<file path="src/rtl/i2s_sample_receiver.sv">
// i2s_sample_receiver
// Deserializes the decoder's I2S output (SDOUT/BCLK/LRCK) into stereo frames,
// MSB first with the standard one-bit delay after LRCK, and queues completed
// {left, right} pairs in a small first-word-fallthrough FIFO.

module i2s_sample_receiver #(
  parameter int DATA_BITS       = 16,
  parameter int FIFO_DEPTH_LOG2 = 3
) (
  input  logic                     clk,
  input  logic                     nReset,
  input  logic                     enable,
  input  logic                     clear,
  input  logic                     i2sData,
  input  logic                     i2sBitClk,
  input  logic                     i2sWordClk,
  input  logic                     fifoRead,
  output logic [2*DATA_BITS-1:0]   fifoRData,
  output logic                     fifoEmpty,
  output logic                     fifoFull,
  output logic [FIFO_DEPTH_LOG2:0] fifoLevel,
  output logic                     sampleStrobe,
  output logic                     overflow,
  output logic                     shortWord
);

  localparam int                       CountW     = $clog2(DATA_BITS + 1);
  localparam int                       Depth      = 1 << FIFO_DEPTH_LOG2;
  localparam logic [CountW-1:0]        FullCount  = CountW'(DATA_BITS);
  localparam logic [CountW-1:0]        CountOne   = CountW'(1);
  localparam logic [FIFO_DEPTH_LOG2:0] DepthLevel = (FIFO_DEPTH_LOG2 + 1)'(Depth);
  localparam logic [FIFO_DEPTH_LOG2:0] LevelOne   = (FIFO_DEPTH_LOG2 + 1)'(1);

  typedef enum logic [1:0] {SYNC, LEFT, RIGHT} rxState_t;

  // Pin conditioning
  logic [1:0] dataSync, bclkSync, wordSync;
  logic       bclkPrev;

  // Bit capture
  logic                 wPrev;
  logic [CountW-1:0]    count;
  logic [DATA_BITS-1:0] shiftReg;

  // Frame assembly
  rxState_t             state;
  logic [DATA_BITS-1:0] leftReg;
  logic                 leftValid;

  // FIFO storage
  logic [FIFO_DEPTH_LOG2-1:0] wrPtr, rdPtr;
  logic [2*DATA_BITS-1:0]     fifoMem [Depth];

  // Per-cycle decode
  logic                 bclkRise, d, w, wordChange, belowFull, closedValid;
  logic [DATA_BITS-1:0] closedWord;
  logic [CountW-1:0]    closedCount;
  logic                 pushReq, pushOk, popOk, dropEvent, shortEvent;

  assign bclkRise   = bclkSync[1] & ~bclkPrev;
  assign d          = dataSync[1];
  assign w          = wordSync[1];
  assign wordChange = bclkRise && (w != wPrev);
  assign belowFull  = count < FullCount;

  // Word that closes on an LRCK change: the delayed last bit is still appended
  // unless the slot already delivered all DATA_BITS bits.
  always_comb begin
    // NOTE: every output of a combinational block gets a default first so no latch is inferred.
    closedWord  = shiftReg;
    closedCount = count;
    if (belowFull) begin
      closedWord  = {shiftReg[DATA_BITS-2:0], d};
      closedCount = count + CountOne;
    end
  end

  assign closedValid = closedCount == FullCount;
  assign pushReq     = wordChange && enable && (state == RIGHT) && !w && closedValid && leftValid;
  assign shortEvent  = wordChange && enable && (state != SYNC) && !closedValid;
  assign popOk       = fifoRead && !fifoEmpty;
  assign pushOk      = pushReq && (!fifoFull || popOk);
  assign dropEvent   = pushReq && !pushOk;

  assign fifoEmpty = fifoLevel == '0;
  assign fifoFull  = fifoLevel == DepthLevel;
  // Gated so the head never shows stale or uninitialised storage while empty.
  assign fifoRData = fifoEmpty ? '0 : fifoMem[rdPtr];

  // Two-flop synchronizers on all three pins plus the BCLK edge history
  always_ff @(posedge clk or negedge nReset) begin
    if (!nReset) begin
      dataSync <= '0;
      bclkSync <= '0;
      wordSync <= '0;
      bclkPrev <= 1'b0;
    end else begin
      // NOTE: non-blocking assignments keep each stage one clock behind the previous one.
      dataSync <= {dataSync[0], i2sData};
      bclkSync <= {bclkSync[0], i2sBitClk};
      wordSync <= {wordSync[0], i2sWordClk};
      bclkPrev <= bclkSync[1];
    end
  end

  // Shift register and saturating bit counter, advanced on each BCLK rise
  always_ff @(posedge clk or negedge nReset) begin
    if (!nReset) begin
      wPrev    <= 1'b0;
      count    <= '0;
      shiftReg <= '0;
    end else if (bclkRise) begin
      wPrev <= w;
      if (w != wPrev) begin
        count    <= '0;
        shiftReg <= '0;
      end else if (belowFull) begin
        count    <= count + CountOne;
        shiftReg <= {shiftReg[DATA_BITS-2:0], d};
      end
    end
  end

  // Channel state machine: align to a left-channel start, then pair words
  always_ff @(posedge clk or negedge nReset) begin
    if (!nReset) begin
      state     <= SYNC;
      leftReg   <= '0;
      leftValid <= 1'b0;
    end else if (!enable) begin
      state     <= SYNC;
      leftValid <= 1'b0;
    end else if (wordChange) begin
      unique case (state)
        SYNC: if (!w) state <= LEFT;
        LEFT: if (w) begin
          leftReg   <= closedWord;
          leftValid <= closedValid;
          state     <= RIGHT;
        end
        RIGHT: if (!w) begin
          leftValid <= 1'b0;
          state     <= LEFT;
        end
        default: state <= SYNC;
      endcase
    end
  end

  // FIFO pointers, occupancy, push strobe and sticky status
  always_ff @(posedge clk or negedge nReset) begin
    if (!nReset) begin
      wrPtr        <= '0;
      rdPtr        <= '0;
      fifoLevel    <= '0;
      sampleStrobe <= 1'b0;
      overflow     <= 1'b0;
      shortWord    <= 1'b0;
    end else begin
      sampleStrobe <= 1'b0;
      if (clear) begin
        wrPtr     <= '0;
        rdPtr     <= '0;
        fifoLevel <= '0;
        overflow  <= 1'b0;
        shortWord <= 1'b0;
      end else begin
        if (pushOk) begin
          wrPtr        <= wrPtr + 1'b1;
          sampleStrobe <= 1'b1;
        end
        if (popOk) rdPtr <= rdPtr + 1'b1;
        unique case ({pushOk, popOk})
          2'b10:   fifoLevel <= fifoLevel + LevelOne;
          2'b01:   fifoLevel <= fifoLevel - LevelOne;
          default: fifoLevel <= fifoLevel;
        endcase
        if (dropEvent)  overflow  <= 1'b1;
        if (shortEvent) shortWord <= 1'b1;
      end
    end
  end

  // Frame storage write port
  // NOTE: storage array has no reset; occupancy is tracked by the pointers and level alone.
  always_ff @(posedge clk) begin
    if (pushOk && !clear) fifoMem[wrPtr] <= {leftReg, closedWord};
  end

endmodule
</file>
<file path="config.mk">
export PLATFORM = sky130hd
export DESIGN_NAME = i2s_sample_receiver
export DESIGN_NICKNAME = d
export VERILOG_FILES = /design/src/rtl/i2s_sample_receiver.sv
export SDC_FILE = /design/constraint.sdc
export NUM_CORES = 1
export LEC_CHECK = 0
export ABC_AREA = 1
export CAP_MARGIN = 25
export CORE_MARGIN = 2
export CORE_UTILIZATION = 60
export DETAILED_ROUTE_END_ITERATION = 10
export PLACE_DENSITY = 0.77
export SYNTH_ARGS = -nofsm -noshare
export SYNTH_HDL_FRONTEND = slang
export SYNTH_SLANG_ARGS = --single-unit
</file>
<file path="constraint.sdc">
create_clock -name clk -period 3.8 [get_ports clk]
set_clock_uncertainty 0.15 [all_clocks]
set_input_delay 0.95 -clock clk [delete_from_list [all_inputs] [get_ports clk]]
set_output_delay 0.95 -clock clk [all_outputs]
set_load 0.02 [all_outputs]
</file>
==> metrics.md <==
| Metric | Value |
|---|---|
| Final period utilization | `between 90% and 100%` |
| Mapped Cells | `about 1100` |
| Antenna diodes | `0` |
| R2r setup slk | `a little under 1 ns` |
| Syn Std Cell Area | `around 0.013 mm²` |
| Hold Crit Depth | `0` |
| Antenna viol nets, final | `0` |
| DIE AREA | `about 0.022 mm²` |
| CTS H-Tree Depth | `1` |
| FF-to-FF Start | `fifoLevel[1]` |
| Crit path kind | `reg2out` |
| Antenna violations before repair | `0` |
| Post-synthesis mux area share | `0%` |
| Drt drc | `0` |
| Rel. slew slack | `roughly two fifths` |
| Simple-gate share of the synthesized area | `10.7%` |
| Largest net degree at the start of global routing | `67` |
| Clock sink count | `317` |
| Layout net count | `between 1000 and 1500` |
| Global-route wire length before repair | `~43 mm` |
| M1 GR Usage | `34.0%` |
| Avg Synthesized Cell Area | `~12 µm²` |
| Placed cell areas | `between 0.01 and 0.015 mm²` |
| Met2 Use GR | `42.4%` |
| Met3 Track Usage GR | `under 10%` |
| WP data arrival | `between 2 and 3 ns` |
| Power Density | `slightly above 600 mW/mm²` |
| Total number of vias | `8482` |
| Register area share after synthesis | `about 72%` |
| DP HPWL | `~15 mm` |
| Layout filler cell count | `approximately 1400` |
| Element type at the critical path start | `register` |
| Vias in the first global route | `~8000` |
| Synth Area in Adders | `less than 1%` |
| Vias per cell | `a little under 6` |
| Share of layout cells above drive strength 1 | `about 10%` |
| Ys Warns | `0` |
| Crit path time final | `roughly 3.7 ns` |
| Initial DRT Pass Iterations | `5` |
| Iter 0 DRT Violations | `between 600 and 700` |
| Grt ovf | `0` |
| Syn-to-layout area delta | `15.8%` |
| R2R Path End | `fifoLevel[3]` |
| Final hold vios | `0` |
| Unrepaired setup endpoints after global routing | `no` |
| Yosys cell types | `33` |
| Cell Rows | `between 50 and 60` |
| CP Capture Type | `output port` |
| Compound-Gate Fraction of Synth Area | `between 10% and 20%` |
| Min-Delay Startpoint | `dataSync[0]` |
| Buffer levels on the longest clock path | `3` |
| Inserted Clock Buffers | `31` |
| Max Fclk | `between 200 and 300 MHz` |
| Post-CTS Hold Buffers | `0` |
| # setup viols final | `0` |
| Hold_ws | `~0.2 ns` |
| Footprint of the multi-input gates | `just over 0.003 mm²` |
| Largest family of logic cells by synthesized area | `compound AO/OA/AOI/OAI gates` |
| VDD IR max | `~0.53 mV` |
| Port-buffer cells | `48` |
| TritonCTS clock tree | `built` |
| Max Slew Vio Count | `0` |
| Clk pin slew, worst setup/hold paths | `about 0.060 ns` |
| Post-route insts no fill | `roughly 1400` |
| Endpoint, Worst Hold | `dataSync[1]` |
| Xor/xnor share of the synthesized area | `less than 1%` |
| Worst EP required | `between 2 and 3 ns` |
| Setup_tns | `0 ns` |
| Core footprint | `between 0.02 and 0.025 mm²` |
| Max capacitance violation total | `0` |
| Initial core utilization | `just over 60%` |
| Grt peak-use layer | `met2` |
| Outcome | `complete, no violations` |
| Syn Nets | `around 1100` |
| Post-layout util | `a little over 70%` |
| Worst-path fanout max | `32` |
| Boundary pin count | `49` |
| Wirelength per Cell | `a little under 20 µm` |
| Worst hold path class | `reg2reg` |
| Chip width | `between 100 and 150 µm` |
| Synthesized flop and latch total | `between 300 and 400` |
| Final Routed Wirelength | `about 28 mm` |
| Fin area | `between 0.01 and 0.015 mm²` |
| Die Y | `around 150 µm` |
| Placed insts | `between 1000 and 1500` |
| Least-Margin Pin Slew | `~0.92 ns` |
| Storage cell area | `0.00922 mm²` |
| R2R cell count | `16` |
| Root Buffer | `clkbuf_16` |
| Global placement routability congestion | `between 0.8 and 0.9` |
| Leakage | `5.77 nW` |
| Tot GR Track Use | `between 20 and 25%` |
| Clk_lat worst skew | `about 0.54 ns` |
-- worst max-delay path: stages, from the launching register on --
cell,delay [ns]
dfrtp_4,0.55
clkinv_2,0.18
buf_12,0.22
nor2_1,0.06
o22ai_1,0.15
o21ai_0,0.09
a31oi_1,0.16
clkdlybuf4s50_1,0.62
-- worst max-delay path by stage --
stage / startpoint / to / slack [ns] / cells after the start
5_1_grt: rdPtr[0] / fifoRData[22] / 0.01 / 7
3_3_place_gp: enable / fifoLevel[3] / 0.47 / 15
2_1_floorplan: enable / fifoMem[0][0] / 0.26 / 8
3_5_place_dp: enable / fifoLevel[3] / 0.42 / 15
6_report: rdPtr[0] / fifoRData[22] / 0.11 / 7
4_1_cts: rdPtr[0] / fifoRData[29] / 0.02 / 7
-- Yosys cell counts (all sizes together) --
| cell | instances | area (µm²) |
|---|---|---|
| inv | 65 | 246 |
| nor3b | 1 | 7.51 |
| edfxtp | 256 | 7690 |
| o31ai | 1 | 7.51 |
| o21a | 1 | 7.51 |
| ha | 5 | 62.6 |
| a21oi | 5 | 25.0 |
| o22ai | 50 | 313 |
| nand2 | 86 | 348 |
| clkbuf | 45 | 169 |
| nand4 | 4 | 25.0 |
| clkinv | 1 | 5.00 |
| buf | 18 | 87.6 |
| nand3 | 22 | 138 |
| xor2 | 1 | 8.76 |
| nor2 | 216 | 847 |
| o21ai | 204 | 1020 |
| dfrtp | 61 | 1530 |
| a31oi | 32 | 200 |
| a211oi | 1 | 7.51 |
| fa | 1 | 20.0 |
-- state kept, by name, summed over array words and instances, names as in the netlist, 2 cells and up --
| name | cells |
|---|---|
| leftReg | 16 |
| wrPtr | 3 |
| state | 2 |
| shiftReg | 16 |
| wordSync | 2 |
| fifoMem | 256 |
| dataSync | 2 |
| count | 5 |
| rdPtr | 3 |
| fifoLevel | 4 |
| bclkSync | 2 |
-- stage by stage --
stage / setup WS (ns) / total power, W
after floorplan: 0.260 / 0.00538
after detailed placement: 0.424 / 0.00628
after global placement: 0.473 / 0.00622
final: 0.111 / 0.00900
after CTS: 0.0189 / 0.00897
after global routing: 0.0120 / 0.00941
-- logic make-up after synthesis --
| kind of cell | after synthesis |
|---|---|
| flops | 317 |
| simple gates | 329 |
| fa+ha+maj | 6 |
| xor+xnor | 1 |
| buf+inv | 129 |
| compound gates | 294 |
-- cell type report --
class	count	share of cell area (%)
Clock inverter	11	0.542
Inverter	66	1.71
Sequential cell	317	62.4
Multi-Input combinational cell	630	21.0
Tap cell	275	2.33
Clock buffer	45	5.74
Timing Repair Buffer	81	6.35
-- per-layer routing --
metal | part of all wire, % | vias up | wire [µm]
met5 | 0 | - | 0
met4 | 2.6 | 0 | 732
met3 | 7.2 | 62 | 2010
met2 | 50 | 369 | 14100
met1 | 40 | 4118 | 11200
li1 | - | 3933 | -
-- layout by cell type, fill, tap and decap left out, types with 16 or more instances in the layout --
| cell | n |
|---|---|
| inv_1 | 52 |
| o21ai_0 | 181 |
| dfrtp_1 | 59 |
| a31oi_1 | 32 |
| o22ai_1 | 50 |
| buf_4 | 17 |
| nand2_1 | 78 |
| clkbuf_16 | 33 |
| edfxtp_1 | 256 |
| clkdlybuf4s50_1 | 16 |
| dlygate4sd2_1 | 18 |
| o21ai_1 | 23 |
| nand3_1 | 18 |
| nor2_1 | 203 |
-- power by group --
part	total [W]	internal (W)	switching (W)
Combinational	0.00229	0.000845	0.00145
Sequential	0.00392	0.00383	0.0000973
Clock	0.00279	0.00161	0.00118
-- timing repair --
action	4_1_cts	5_1_grt
gates resized for setup	19	14
setup buffers	0	5
hold endpoints to repair	0	0
gates cloned	0	2
endpoints found under the setup margin	25	15
Note: power is estimated with default switching activity, not from simulation.
